--- src/rtl/pipeline_ctrl.sv ---
// Stall/flush sequencer for the 5-stage pipeline: register enables/clears,
// multi-cycle DM handshake FSM, debug halt and perf counters.
module pipeline_ctrl #(
  parameter int TIMEOUT = 64,
  parameter int CW      = 16
) (
  input  logic          clk,
  input  logic          rst,
  input  logic [4:0]    id_rs1,
  input  logic [4:0]    id_rs2,
  input  logic          id_use_rs1,
  input  logic          id_use_rs2,
  input  logic [4:0]    ex_rd,
  input  logic          ex_is_load,
  input  logic          ex_br_taken,
  input  logic          mem_dm_req,
  input  logic          dm_ready,
  input  logic          halt_req,
  output logic          pc_wen,
  output logic          if_id_wen,
  output logic          if_id_clear,
  output logic          id_ex_wen,
  output logic          id_ex_clear,
  output logic          ex_mem_wen,
  output logic          ex_mem_clear,
  output logic          mem_wb_wen,
  output logic          mem_wb_clear,
  output logic          dm_start,
  output logic [1:0]    state,
  output logic          dm_err,
  output logic [CW-1:0] stall_cnt,
  output logic [CW-1:0] flush_cnt
);

  localparam int WW = (TIMEOUT > 2) ? $clog2(TIMEOUT) : 1;
  localparam logic [WW-1:0] LAST = WW'(TIMEOUT - 1);

  typedef enum logic [1:0] {
    RUN      = 2'b00,
    MEM_WAIT = 2'b01,
    MEM_DONE = 2'b10,
    HALT     = 2'b11
  } state_t;

  state_t        st;
  state_t        nxt;
  logic [WW-1:0] wcnt;
  logic          tmo;
  logic          lu;
  logic          mstall;
  logic          br_flush;

  assign state = st;
  assign tmo   = (st == MEM_WAIT) && (wcnt == LAST);

  assign lu = ex_is_load && (ex_rd != 5'd0) &&
              ((id_use_rs1 && (id_rs1 == ex_rd)) ||
               (id_use_rs2 && (id_rs2 == ex_rd)));

  assign mstall = ((st == RUN) && mem_dm_req) || (st == MEM_WAIT);

  assign br_flush = !rst && (st != HALT) && !mstall && ex_br_taken;

  assign dm_start = !rst && (st == RUN) && mem_dm_req;

  always_ff @(posedge clk) begin
    if (rst) begin
      st        <= RUN;
      wcnt      <= '0;
      dm_err    <= 1'b0;
      stall_cnt <= '0;
      flush_cnt <= '0;
    end else begin
      st <= nxt;
      if (st == MEM_WAIT)
        wcnt <= wcnt + 1'b1;
      else
        wcnt <= '0;
      if (tmo && !dm_ready)
        dm_err <= 1'b1;
      if (!pc_wen && (stall_cnt != {CW{1'b1}}))
        stall_cnt <= stall_cnt + 1'b1;
      if (br_flush && (flush_cnt != {CW{1'b1}}))
        flush_cnt <= flush_cnt + 1'b1;
    end
  end

  always_comb begin
    nxt = st;
    unique case (st)
      RUN: begin
        if (mem_dm_req)
          nxt = MEM_WAIT;
        else if (halt_req)
          nxt = HALT;
      end
      MEM_WAIT: begin
        if (dm_ready || tmo)
          nxt = MEM_DONE;
      end
      MEM_DONE: nxt = RUN;
      HALT: begin
        if (!halt_req)
          nxt = RUN;
      end
      default: nxt = RUN;
    endcase
  end

  // First matching condition wins: reset, halt, memory stall, branch, hazard.
  always_comb begin
    pc_wen       = 1'b0;
    if_id_wen    = 1'b0;
    if_id_clear  = 1'b0;
    id_ex_wen    = 1'b0;
    id_ex_clear  = 1'b0;
    ex_mem_wen   = 1'b0;
    ex_mem_clear = 1'b0;
    mem_wb_wen   = 1'b0;
    mem_wb_clear = 1'b0;
    priority case (1'b1)
      rst: ;
      (st == HALT): ;
      mstall: begin
        mem_wb_wen   = 1'b1;
        mem_wb_clear = 1'b1;
      end
      ex_br_taken: begin
        pc_wen      = 1'b1;
        if_id_wen   = 1'b1;
        if_id_clear = 1'b1;
        id_ex_wen   = 1'b1;
        id_ex_clear = 1'b1;
        ex_mem_wen  = 1'b1;
        mem_wb_wen  = 1'b1;
      end
      lu: begin
        id_ex_wen   = 1'b1;
        id_ex_clear = 1'b1;
        ex_mem_wen  = 1'b1;
        mem_wb_wen  = 1'b1;
      end
      default: begin
        pc_wen     = 1'b1;
        if_id_wen  = 1'b1;
        id_ex_wen  = 1'b1;
        ex_mem_wen = 1'b1;
        mem_wb_wen = 1'b1;
      end
    endcase
  end

endmodule

--- config.mk ---
export PLATFORM = sky130hd
export DESIGN_NAME = pipeline_ctrl
export DESIGN_NICKNAME = d
export VERILOG_FILES = /design/src/rtl/pipeline_ctrl.sv
export SDC_FILE = /design/constraint.sdc
export NUM_CORES = 1
export LEC_CHECK = 0
export ABC_AREA = 1
export CORE_MARGIN = 4
export CORE_UTILIZATION = 52
export DETAILED_ROUTE_END_ITERATION = 10
export GPL_TIMING_DRIVEN = 0
export PLACE_DENSITY = 0.9
export SKIP_CTS_REPAIR_TIMING = 1
export SYNTH_ARGS = -nofsm -noshare
export SYNTH_HDL_FRONTEND = slang
export SYNTH_SLANG_ARGS = --single-unit
--- constraint.sdc ---
create_clock -name clk -period 3.9 [get_ports clk]
set_input_delay 0.585 -clock clk [delete_from_list [all_inputs] [get_ports clk]]
set_output_delay 0.585 -clock clk [all_outputs]
set_load 0.01 [all_outputs]
==> results.tsv <==
stage	metric	value	unit
final_layout	Area Growth Syn to Fin	32.9	%
sta	final worst path period share	0.872	
sta	Slew @ Worst Pin	0.605	ns
floorplanning	Die W	77.8	um
clock_tree	Root Driver	clkbuf_8	
critical_path	crit path DAT	2.82	ns
sta	Rel. slew slack	0.597	
detailed_routing	vias per cell	5.28	
critical_path	Req. time, crit path	3.31	ns
run	max cap viols	0	
synthesis	Synth Cell Area	2530	sq um
clock_tree	Worst-Skew Late Latency	0.29	ns
final_layout	commonest non-fill, non-tap cell in the layout	nand2_1	
floorplanning	CORE AREA	4720	sq um
detailed_routing	post-route ant nets	0	
detailed_routing	vias	2811	
synthesis	post-synthesis adder-cell area fraction	0.0148	
detailed_routing	TritonRoute pass-1 iters	4	
synthesis	Synth Instances	390	
synthesis	post-synthesis xor/xnor area fraction	0.0518	
clock_tree	Clock Sinks	41	
sta	Hold Vio Cnt, Final	0	
floorplanning	Starting Density	0.537	
synthesis	Synth area leaders	dfxtp_1 (32%), nand2_1 (15%), inv_1 (7.7%)	
critical_path	Setup crit start kind	primary input	
min_path	Min-Delay Path Depth	1	
critical_path	critical path cell sequence	clkdlybuf4s50_1, inv_1, nand2_1, nand2_1, nor2_1, nand3_1, nand2_1, nand2_1, nand2_1, buf_2, nand2_1, buf_4, clkdlybuf4s50_1	
placed_design	I/O Buffers	67	
clock_tree	Inserted Clock Buffers	5	
detailed_routing	wire length per cell	12.7	um
final_layout	share of post-route cells with drive strength above 1	0.0688	
critical_path	Most common cell on crit path	nand2_1	
final_layout	most frequent cells in the layout	nand2_1 (99), clkdlybuf4s50_1 (67), inv_1 (52)	
sta	Final Max Slew Viols	0	
detailed_routing	Initial DRC Count	179	
placed_design	Routability Congestion	0.942	
synthesis	top cell type's share of synthesized area	0.324	
critical_path	WS Path Type	primary input to output pin	
grt	initial antenna violation count	0	
sta	Setup violations, final	0	
final_layout	Final Instance Area	3370	sq um
synthesis	Ys Warns	0	
sta	Worst Skew	0.00560	ns
synthesis	Async SR Flop Fraction	0	
clock_tree	clock tree buffer depth	2	
sta	Hold Slack	0.453	ns
grt	grt total ovfl	0	
power	Sw Share	0.284	
synthesis	number of synthesized flops with an enable pin	0	
floorplanning	number of core rows	25	
synthesis	top cell type by total area after synthesis	dfxtp_1	
min_path	worst hold endpoint	wcnt[0]	
critical_path	FF-to-FF End	stall_cnt[12]	
power	VDD IR max	0.160	mV
detailed_routing	total wire length	6740	um
power	pwr dens	267	nW/um^2
min_path	Hold/Removal Path Class	flop to flop	
run_status	status	complete, no violations	
synthesis	largest family of logic cells by synthesized area	simple AND/OR/NAND/NOR gates	
power	combinational share of power	0.207	
sta	fmax	0.294	GHz
floorplanning	Die ar.	6060	sq um
clock_tree	H-tree Lvls	2	
sta	final worst slack	0.499	ns
synthesis	Syn Area/Cell	6.50	sq um
critical_path	CP Capture Type	output pin	
grt	first-pass GRT wire length	11600	um
critical_path	Worst path slowest cell	clkdlybuf4s50_1	
power	P_sw	0.000256	W
grt	vias in the first global route	2682	
critical_path	R2R depth	9	
power	Tot Pwr	0.000901	W
final_layout	nets@finish	491	
synthesis	Synth cell types	35	
synthesis	Primary FF master, synth	dfxtp_1	
critical_path	reg2reg start	stall_cnt[0]	
sta	Tmin final	3.40	ns
synthesis	sequential element share of the synthesized area	0.324	
sta	RSZ-0062 raised after global routing	false	
placed_design	post-placement cell area	3290	sq um
sta	setup TNS	0	ns
synthesis	Compound-Gate Fraction of Synth Area	0.114	
detailed_routing	DRC violations left	0	
floorplanning	IO Pins	69	
synthesis	synthesized netlist net count	417	
clock_tree	CTS clk-pin slew, worst paths	0.07	ns
critical_path	Crit Path Max Fanout	10	
synthesis	Synth Area in Simple Gates	0.388	
critical_path	max incr delay on CP	0.50	ns
power	Lkg Pwr	1.25	nW
min_path	hold_sp	wcnt[0]	
floorplanning	Die Span Y	77.8	um
grt	pin count of the biggest net entering global routing	12	
grt	GR Util All Layers	0.232	
synthesis	mux contribution to synthesized area	0	
final_layout	# diodes	0	
power	Internal	0.000645	W
clock_tree	CTS tree	built	
power	Flop pwr share	0.493	
placed_design	Detail Placement HPWL	5240	um
synthesis	synthesis-stage register bit count	41	
placed_design	DP Worst Slack	0.498	ns
critical_path	r2r setup slk	1.74	ns
power	Clk pwr share	0.299	
==> through the flow <==
step / cells / utilization
CTS: 532 / 0.713
detailed placement: 524 / 0.696
global placement: 524 / 0.696
finish: 532 / 0.713
floorplan: 390 / -
global route: 532 / 0.713
==> worst max-delay path by stage <==
stage	start	to	slack (ns)	depth (start not counted)
CTS	ex_rd[3]	pc_wen	0.50	13
global placement	ex_rd[3]	pc_wen	0.55	13
floorplan	rst	pc_wen	1.56	7
finish	ex_rd[3]	pc_wen	0.50	13
global route	ex_rd[3]	pc_wen	0.30	13
detailed placement	ex_rd[3]	pc_wen	0.50	13
==> worst max-delay path, delay by kind of cell <==
kind,cells,cell delay (ns)
buffers and inverters,5,1.47
AND/OR/NAND/NOR,8,0.77
==> layout make-up <==
class / instances / area, sq um
multi-input cells: 283 / 1450
fillers: 381 / 1350
flip-flops and latches: 41 / 821
repair buffers: 67 / 671
inverters: 55 / 206
well taps: 67 / 83.8
clock buffers: 8 / 80.1
plain buffers: 11 / 62.6
==> kinds of logic (layout without fill, tap and decap cells) <==
kind of cell	after synthesis	in the layout
simple gates	215	215
flops	41	41
fa+ha+maj	3	3
other cells	1	1
buf+inv	66	141
xor+xnor	15	15
compound gates	49	49
==> metal layers <==
layer  GRT usage  up-vias  wire [um]
li1            -     1410          -
met1       0.276     1264       2800
met2       0.408      117       3390
met3      0.0383       20        404
met4      0.0961        0        148
met5           0        -          0
==> synth_stat cells, types with 2 or more instances <==
cell type and count:
a21oi_1 25, a21oi_2 10, buf_2 2, buf_4 3
clkbuf_1 4, dfxtp_1 41, ha_1 3, inv_1 52
inv_2 2, nand2_1 99, nand2_2 2, nand3_1 20
nand4_1 23, nor2_1 45, nor3_1 13, nor3b_1 3
nor4_1 2, o21ai_0 10, o21ai_1 2, xnor2_1 2
xor2_1 13
==> power groups by stage <==
stage	logic (W)	registers [W]	clock network, W
floorplan	0.0000942	0.000455	0
detailed placement	0.000186	0.000454	0
global placement	0.000180	0.000453	0
CTS	0.000188	0.000444	0.000274
finish	0.000187	0.000445	0.000270
global route	0.000205	0.000447	0.000293
==> registers in the layout, indices dropped and copies added, names as in the netlist <==
name and cells:
wcnt 6, flush_cnt 16, dm_err 1, stall_cnt 16
state 2
Power figures use the tool's default switching activity.
